$ cat config.mk
export PLATFORM = sky130hd
export DESIGN_NAME = wb_port_arbiter
export DESIGN_NICKNAME = d
export VERILOG_FILES = /design/src/rtl/wb_port_arbiter_pkg.sv /design/src/rtl/wb_pend_fifo.sv /design/src/rtl/wb_port_arbiter.sv
export SDC_FILE = /design/constraint.sdc
export NUM_CORES = 1
export LEC_CHECK = 0
export ABC_CLOCK_PERIOD_IN_PS = 2300
export CORE_ASPECT_RATIO = 0.7
export CORE_MARGIN = 2
export CORE_UTILIZATION = 35
export CTS_BUF_LIST = sky130_fd_sc_hd__clkbuf_16
export DETAILED_ROUTE_END_ITERATION = 16
export GPL_ROUTABILITY_DRIVEN = 0
export PLACE_DENSITY_LB_ADDON = 0.2
export SKIP_LAST_GASP = 1
export SLEW_MARGIN = 0
export SYNTH_ARGS = -nofsm -noshare
export SYNTH_HDL_FRONTEND = slang
export SYNTH_SLANG_ARGS = --single-unit
$ cat constraint.sdc
create_clock -name in_clk -period 2.3 [get_ports in_clk]
set_input_delay 0.23 -clock in_clk [delete_from_list [all_inputs] [get_ports in_clk]]
set_output_delay 0.23 -clock in_clk [all_outputs]
set_load 0.05 [all_outputs]
$ cat src/rtl/wb_port_arbiter_pkg.sv
`default_nettype none
// ============================================================================
// Module   : wb_port_arbiter_pkg
// Brief    : Shared types and constants for the write-back port arbiter.
// Revision : 1.0 - initial release
// ============================================================================
package wb_port_arbiter_pkg;

    localparam int c_DW_DEFAULT     = 16;
    localparam int c_REG_AW_DEFAULT = 3;

    // Pending-buffer occupancy; the encoding doubles as the entry count.
    typedef enum logic [1:0] {
        EMPTY = 2'd0,
        ONE   = 2'd1,
        TWO   = 2'd2
    } occ_state_t;

    localparam logic c_WB_SEL_ALU = 1'b0;
    localparam logic c_WB_SEL_MEM = 1'b1;

endpackage
`default_nettype wire

$ cat src/rtl/wb_pend_fifo.sv
`default_nettype none
// ============================================================================
// Module   : wb_pend_fifo
// Brief    : 2-entry {rd, data} FIFO holding long-latency results.
// Revision : 1.0 - initial release
// ============================================================================
module wb_pend_fifo
    import wb_port_arbiter_pkg::*;
#(
    parameter int DW     = c_DW_DEFAULT,
    parameter int REG_AW = c_REG_AW_DEFAULT
) (
    input  logic              clk,
    input  logic              rst_n,
    input  logic              i_push,
    input  logic              i_pop,
    input  logic [REG_AW-1:0] i_rd,
    input  logic [DW-1:0]     i_data,
    output logic [REG_AW-1:0] o_head_rd,
    output logic [DW-1:0]     o_head_data,
    output occ_state_t        o_state
);

    occ_state_t        r_state;
    logic [REG_AW-1:0] r_rd0, r_rd1;
    logic [DW-1:0]     r_data0, r_data1;

    // Slot 0 is always the head; slot 1 is only meaningful in TWO.
    always_ff @(posedge clk or negedge rst_n) begin
        if (!rst_n) begin
            r_state <= EMPTY;
            r_rd0   <= '0;
            r_rd1   <= '0;
            r_data0 <= '0;
            r_data1 <= '0;
        end else begin
            case (r_state)
                EMPTY: begin
                    if (i_push) begin
                        r_rd0   <= i_rd;
                        r_data0 <= i_data;
                        r_state <= ONE;
                    end
                end
                ONE: begin
                    if (i_push && i_pop) begin
                        r_rd0   <= i_rd;
                        r_data0 <= i_data;
                    end else if (i_push) begin
                        r_rd1   <= i_rd;
                        r_data1 <= i_data;
                        r_state <= TWO;
                    end else if (i_pop) begin
                        r_state <= EMPTY;
                    end
                end
                TWO: begin
                    if (i_pop) begin
                        r_rd0   <= r_rd1;
                        r_data0 <= r_data1;
                        r_state <= ONE;
                    end
                end
                default: r_state <= EMPTY;
            endcase
        end
    end

    assign o_head_rd   = r_rd0;
    assign o_head_data = r_data0;
    assign o_state     = r_state;

endmodule
`default_nettype wire

$ cat src/rtl/wb_port_arbiter.sv
`default_nettype none
// ============================================================================
// Module   : wb_port_arbiter
// Brief    : Register-file write-port owner merging pipeline and LU results.
//            Optional starvation bubble request built under WB_ARB_STARVE_EN.
// Revision : 1.0 - initial release
// ============================================================================
module wb_port_arbiter
    import wb_port_arbiter_pkg::*;
#(
    parameter int DW         = c_DW_DEFAULT,
    parameter int REG_AW     = c_REG_AW_DEFAULT,
    parameter int STARVE_MAX = 4
) (
    input  logic              in_clk,
    input  logic              in_rst_n,
    input  logic              in_pipe_valid,
    input  logic              in_cntrl_wb_buf,
    input  logic [DW-1:0]     in_buf3,
    input  logic [DW-1:0]     in_data_mem,
    input  logic [REG_AW-1:0] in_pipe_rd,
    input  logic              in_lu_valid,
    output logic              out_lu_ready,
    input  logic [DW-1:0]     in_lu_data,
    input  logic [REG_AW-1:0] in_lu_rd,
    output logic              out_rf_we,
    output logic [REG_AW-1:0] out_rf_addr,
    output logic [DW-1:0]     out_rf_data,
    output logic              out_stall_req,
    output logic [1:0]        out_pend_cnt
);

    if (STARVE_MAX < 1 || STARVE_MAX > 15) begin : g_starve_range_check
        $error("wb_port_arbiter: STARVE_MAX must be in 1..15");
    end

    occ_state_t        w_state;
    logic [REG_AW-1:0] w_head_rd;
    logic [DW-1:0]     w_head_data;
    logic              w_nonempty;
    logic              w_push;
    logic              w_pop;
    logic [DW-1:0]     w_pipe_data;

    logic              r_rf_we;
    logic [REG_AW-1:0] r_rf_addr;
    logic [DW-1:0]     r_rf_data;

    assign w_nonempty  = (w_state != EMPTY);
    assign out_lu_ready = (w_state != TWO);
    assign w_push      = in_lu_valid & out_lu_ready;
    // The pipeline always wins the port; the buffer drains only when it is idle.
    assign w_pop       = ~in_pipe_valid & w_nonempty;
    assign w_pipe_data = (in_cntrl_wb_buf == c_WB_SEL_ALU) ? in_buf3 : in_data_mem;

    wb_pend_fifo #(
        .DW     (DW),
        .REG_AW (REG_AW)
    ) u_pend_fifo (
        .clk         (in_clk),
        .rst_n       (in_rst_n),
        .i_push      (w_push),
        .i_pop       (w_pop),
        .i_rd        (in_lu_rd),
        .i_data      (in_lu_data),
        .o_head_rd   (w_head_rd),
        .o_head_data (w_head_data),
        .o_state     (w_state)
    );

    always_ff @(posedge in_clk or negedge in_rst_n) begin
        if (!in_rst_n) begin
            r_rf_we   <= 1'b0;
            r_rf_addr <= '0;
            r_rf_data <= '0;
        end else begin
            r_rf_we <= in_pipe_valid | w_nonempty;
            if (in_pipe_valid) begin
                r_rf_addr <= in_pipe_rd;
                r_rf_data <= w_pipe_data;
            end else if (w_nonempty) begin
                r_rf_addr <= w_head_rd;
                r_rf_data <= w_head_data;
            end
        end
    end

    assign out_rf_we    = r_rf_we;
    assign out_rf_addr  = r_rf_addr;
    assign out_rf_data  = r_rf_data;
    assign out_pend_cnt = w_state;

`ifdef WB_ARB_STARVE_EN
    localparam logic [3:0] c_AGE_MAX = 4'(STARVE_MAX);

    logic [3:0] r_age;

    // Age of the current head; a pop or an empty buffer restarts it.
    always_ff @(posedge in_clk or negedge in_rst_n) begin
        if (!in_rst_n) begin
            r_age <= 4'd0;
        end else if (w_pop || !w_nonempty) begin
            r_age <= 4'd0;
        end else if (r_age != c_AGE_MAX) begin
            r_age <= r_age + 4'd1;
        end
    end

    assign out_stall_req = w_nonempty && (r_age == c_AGE_MAX);
`else
    assign out_stall_req = 1'b0;
`endif

endmodule
`default_nettype wire

# [Yosys cells after proc, flatten, opt, wreduce, memory -nomap -nowiden]
# Index checks and enable logic that the tools add are counted.
[word_totals] regBits=60
[op_classes] n_eq_ne=8 mux=19 bitwise_logic=5 n_reduce_logical=8
[ops] cell="16-bit 2-to-1 mux" count=6
[ops] cell="16-bit one-hot mux with 3 select lines" count=1
[ops] cell="3-bit 2-to-1 mux" count=5
[ops] cell="2-bit 2-to-1 mux" count=5
[ops] cell="3-bit one-hot mux with 3 select lines" count=1
[ops] cell="4-bit AND reduction" count=2
[ops] cell="2-bit by 1-bit != test with 1-bit output, second input constant" count=3
[ops] cell="2-bit one-hot mux with 3 select lines" count=1
[ops] cell="2-bit != test, second input constant" count=2
[ops] cell="2-bit nonzero test" count=2
[ops] cell="3-bit by 1-bit != test with 1-bit output, second input constant" count=1
[ops] cell="3-bit AND reduction" count=1
[ops] cell="3-bit nonzero test" count=1
[ops] cell="1-bit bitwise AND" count=2
[ops] cell="2-bit by 1-bit == test with 1-bit output, second input constant" count=1
[ops] cell="2-bit == test, second input constant" count=1
[ops] cell="2-bit logical NOT" count=1
[ops] cell="1-bit inverter" count=2
[ops] cell="1-bit logical AND" count=1
[ops] cell="1-bit bitwise OR" count=1

# [Longest topological paths before layout]
[logic_depth] ltp_word=6 mapped_depth=5 depth_no_buf=4

# [By module]
# A second synthesis with hierarchy kept.
[hier_totals] hier_cells=205 hier_area_um2=2931.6
[by_module_without_submodules] module="wb_pend_fifo" n_inst=1 cells_per_inst=114 area_per_inst_um2=1779.2 seq_area_each_um2=1001.0
[by_module_without_submodules] module="wb_port_arbiter" n_inst=1 cells_per_inst=91 area_per_inst_um2=1152.4 seq_area_each_um2=500.5

# [Worst setup path before layout]
# Ideal clock, no wire load.
[synth_path] path_type="reg-to-reg" start="register u_pend_fifo.r_state[0] (netlist: u_pend_fifo.o_state[0])" end="register u_pend_fifo.r_data0[0] (netlist: u_pend_fifo.o_head_data[0])" setup_time_ps=125 t_arrival_ps=1847 required_ps=2175 slack_ps=327 path_stages_with_launch=6 synth_period_minus_slack_ps=1973 cell_sequence="dfrtp_1 nor2b_1 nor2_2 a2bb2oi_4 buf_8 mux2_4"
[synth_between] elab_chain_cells=5 elab_cells_between_ends=14
[synth_rtl] element="from (decl)" line_no="wb_pend_fifo.sv:24" text="occ_state_t r_state;"
[synth_rtl] element="from (signal assigned)" line_no="wb_pend_fifo.sv:31" text="r_state <= EMPTY;"
[synth_rtl] element="from (signal assigned)" line_no="wb_pend_fifo.sv:42" text="r_state <= ONE;"
[synth_rtl] element="from (signal assigned)" line_no="wb_pend_fifo.sv:52" text="r_state <= TWO;"
[synth_rtl] element="2-bit != test / 2-bit nonzero test (equally long branches)" line_no="wb_port_arbiter.sv:50, wb_port_arbiter.sv:49"
[synth_rtl] element="1-bit bitwise AND (on tied branches)" line_no="wb_port_arbiter.sv:51, wb_port_arbiter.sv:53"
[synth_rtl] element="1-bit logical AND" line_no="wb_pend_fifo.sv:46" text="if (i_push && i_pop) begin"
[synth_rtl] element="2-bit by 1-bit != test with 1-bit output (no source line)"
[synth_rtl] element="4-bit AND reduction (no source line)"
[synth_rtl] element="to (signal assigned)" line_no="wb_pend_fifo.sv:41" text="r_data0 <= i_data;"
[synth_rtl] element="to (signal assigned)" line_no="wb_pend_fifo.sv:48" text="r_data0 <= i_data;"
[synth_rtl] element="to (signal assigned)" line_no="wb_pend_fifo.sv:60" text="r_data0 <= r_data1;"
[synth_rtl] element="to (decl)" line_no="wb_pend_fifo.sv:26" text="logic [DW-1:0] r_data0, r_data1;"
# Several ways; a longest one is shown, not always the timed one.
# A chain may end at the register's enable or synchronous reset.

# [Worst setup path in the final report]
[layout_path] start="register u_pend_fifo.r_state[0] (netlist: u_pend_fifo.o_state[0])" end="output out_lu_ready"
[layout_between] elab_chain_cells=1
[layout_rtl] element="2-bit != test" line_no="wb_port_arbiter.sv:50" text="assign out_lu_ready = (w_state != TWO);"
[layout_rtl] element="to (decl)" line_no="wb_port_arbiter.sv:23" text="output logic out_lu_ready,"
# Every way passes these cells.

==> results <==
- Power comes to 3950 uW.
- After global routing the overflow that remains totals 0.
- Setup repair after global routing left no endpoint under its margin.
- The final instance count without filler cells is 413.
- The synthesized design contains 60 register bits.
- The clock network burns 28.2% of the power.
- The leakage power of the design is 0.00174 uW.
- The total placed cells including tap cells is 397.
- The share of flip-flops with an asynchronous set or reset is 100%.
- After detailed routing, the average wire length per cell comes to 15.4 um.
- Across all hold checks on the routed design, the worst slack comes to 409 ps.
- The post-synthesis cell area is 2900 um2.
- The die is 80.1 um tall.
- The combinational fraction of design power is 32.4%.
- The number of synthesized flops with an enable pin is 0.
- OpenSTA, run right after detailed placement, puts the worst setup slack at 306 ps.
- The number of warning messages in the yosys log is 0.
- The number of buffers between clock root and the deepest sink is 2.
- The dominant delay contributor by cell family on the critical path is buffers and inverters.
- The first global-routing pass estimated 10.5 mm of wire.
- 83 I/O pins were placed.
- The internal power component is 2730 uW.
- The critical path endpoint category is an output port.
- The H-tree was split into 3 levels.
- The number of slew-limit violations in the final report came to 0.
- The clock latency on the worst-skew pair is 320 ps.
- The number of antenna violations at the first check in global routing is 0.
- dfrtp_1 is the most common cell in the netlist.
- The highest fanout seen on the critical path is 9.
- The slew of the pin with the lowest slew margin is 517 ps.
- The number of placement rows is 27.
- The count of nets left with antenna violations once routing finished came out at 0.
- The worst reg2reg path startpoint is u_pend_fifo.o_state[0].
- Synthesis produced a netlist whose cell count is 221.
- Traced cell by cell, the critical path runs through nor2b_4 > inv_1 > clkdlybuf4s50_1.
- The number of cells on the worst reg-to-reg path is 4.
- The main flop type after synthesis is dfrtp_1.
- Counting instances in the post-synthesis netlist gives the leading cell types as 60 x dfrtp_1, 47 x mux2_2, 19 x mux2i_1.
- The arrival time reported for the critical path endpoint is 1930 ps.
- The area enclosed by the die boundary is 9030 um2.
- Static timing analysis puts the maximum clock frequency at 463 MHz.
- The share of total power dissipated in sequential elements is 39.3%.
- The die is 113 um wide.
- Each instance of the synthesized netlist takes up on average 13.1 um2.
- The setup total negative slack is 0 ps.
- The worst path needs 2160 ps of the cycle, external delays included.
- The worst setup path is launched from a flip-flop.
- The number of fill cells is 682.
- The length of the first detailed-routing pass in iterations is 4.
- At the end of the flow, the number of nets in the layout was 367.
- The total setup buffers inserted after CTS is 0.
- The reported net switching power is 1220 uW.
- The largest individual stage delay along the critical path comes from the cell clkdlybuf4s50_1.
- The clock-pin slew reported for the worst setup and hold paths after clock tree synthesis is 50 ps.
- The number of vias after detailed routing is 1,959.
- After legalization and detailed placement, the total HPWL measured 4.67 mm.
- The total area inside the core boundary comes to 7940 um2.
- The number of violations reported at the end of detailed-routing iteration 0 is 97.
- The ratio of cells with drive above 1 in the final layout is 26.6%.
- Dividing the final minimum period by the clock period gives 94.0%.
- Counting distinct cell types in the post-synthesis netlist gives 24.
- The endpoint identified for the worst register-to-register timing path is u_pend_fifo.o_head_data[3].
- Setup violations remaining at the end of the flow were counted as 0.
- The fraction of met3 tracks used by global routing is 5.89%.
- For the worst setup path, the data required time is 2070 ps.
- The combined area of the multi-input logic cells is 1320 um2.
- The worst voltage drop across the vdd grid is 418 uV.
- Global routing used 21.2% of the available met2 tracks.
- For this run, design rule violations remaining after detail routing come to 0.
- The worst setup path category is reg2out.
- Of the total power, the share spent switching nets is 30.9%.
- The pin count of the biggest net entering global routing is 42.
- The most area-hungry cell type in the Yosys netlist is dfrtp_1.
- The detailed-route vias per instance is 4.74.
- The global-route met1 utilization is 21.4%.
- When the netlist entered floorplanning its net count stood at 280.
- Setup slack on the worst reg-to-reg path comes out at 490 ps.
- The clock tree root buffer cell is clkbuf_16.
- For this run, the slowest stage of the critical path takes 710 ps.
- The synthesized design devotes to its leading area cell type 51.9% of total area.
- Across the run, the number of max-cap violations was 0.
- met1 is the most crowded layer.
- The sequential cells in the finished layout cover a total of 1500 um2.
- In the post-synthesis netlist, the biggest area contributors are dfrtp_1 52%, mux2_2 18%, mux2i_1 6.6%.
- The power per cell area is 960 nW/um2.
- Input and output buffers added on the ports amount to 81.
- The run finished with clean final reports.
- The final layout contains routed wiring with a total length of 6.37 mm.
- Headroom to the max-slew limit came out at 65.4%.
- The number of antenna diodes in the final layout is 0.
- The class of the tightest hold or removal check is in2async.
- For this run, the register share of the synthesized area comes to 51.9%.
- The post-synthesis to final-layout area growth is 42.0%.
- The final worst slack is 138 ps.
- TritonCTS built the clock tree.
- The number of global-route vias before repair is 1,968.
- The initial standard-cell utilization of the core is 36.5%.
- The global-route usage over all layers is 15.2%.
- The CTS buffer count is 9.
- The clock drives 60 sinks.
- The hold violation total from the final report came to 0.
- Clock skew on the completed layout was measured at 7.40 ps.
- The number of buffers and inverters on the critical path is 2.
[metal layers]
| layer | wire, um | vias up |
|---|---|---|
| met3 | 425 | 8 |
| met2 | 2650 | 52 |
| met1 | 3220 | 933 |
| li1 | - | 966 |
| met5 | 0 | - |
| met4 | 78 | 0 |
[area by class of cell]
cell class,count,share of cell area (%)
clock inverter,6,0.578
clock buffer,9,5.48
inverter,2,0.183
tap,101,3.07
sequential,60,36.5
timing repair buffer,91,22.1
multi-input combinational,144,32.1
[power by group through the flow]
stage,clock network (uW),logic (uW),registers (uW)
after floorplan,0,616,1780
after global placement,0,1270,1560
after detailed placement,0,1290,1560
after CTS,1150,1300,1550
after global routing,1200,1370,1600
final,1110,1280,1550
[cell usage in the layout (no fill, tap or decap), types with 2 or more instances in the layout]
cell,instances
a211oi_1,16
a21oi_1,18
and2b_1,7
buf_12,2
buf_4,7
clkbuf_16,9
clkdlybuf4s50_1,80
clkinv_1,4
dfrtp_1,60
inv_1,3
mux2_2,47
mux2_4,10
mux2i_1,19
nand2_1,4
nor2_2,2
nor2b_1,10
o21ai_0,3
[timing repair]
action / 4_1_cts / 5_1_grt
endpoints found under the setup margin: 1 / 0
gates resized for setup: 1 / 0
hold buffers: 1 / 0
hold endpoints to repair: 20 / 0
[kinds of logic after synthesis]
group                  count (synthesis)  synth area share, %
buffers and inverters                 17                 2.98
AOI/OAI and AO/OA                     39                 8.90
and+or+nand+nor                       28                 6.09
other                                  1                0.130
DFF                                   60                 51.9
muxes                                 76                 30.0
[how the worst max path moves through the flow]
stage	start	cells past startpoint	to	slack, ps
finish	u_pend_fifo.o_state[0]	3	out_lu_ready	140
global route	u_pend_fifo.o_state[0]	3	out_lu_ready	50
CTS	u_pend_fifo.o_state[0]	3	out_lu_ready	110
detailed placement	u_pend_fifo.o_state[0]	3	out_lu_ready	310
global placement	in_lu_valid	6	u_pend_fifo.o_head_data[13]	370
floorplan	u_pend_fifo.o_state[0]	5	u_pend_fifo.o_head_data[0]	330
[stage by stage]
stage	util, %	instance area [um2]
2_1_floorplan	-	2900
3_3_place_gp	48.4	3850
3_5_place_dp	48.4	3850
4_1_cts	51.8	4110
5_1_grt	51.8	4110
6_report	51.8	4110
[registers in the layout (all words and copies together), names as in the netlist]
register	flops
u_pend_fifo.r_data1	16
u_pend_fifo.o_state	2
out_rf_addr	3
u_pend_fifo.o_head_rd	3
out_rf_we	1
out_rf_data	16
u_pend_fifo.o_head_data	16
u_pend_fifo.r_rd1	3
No activity file was read; power rests on OpenSTA's default activity.
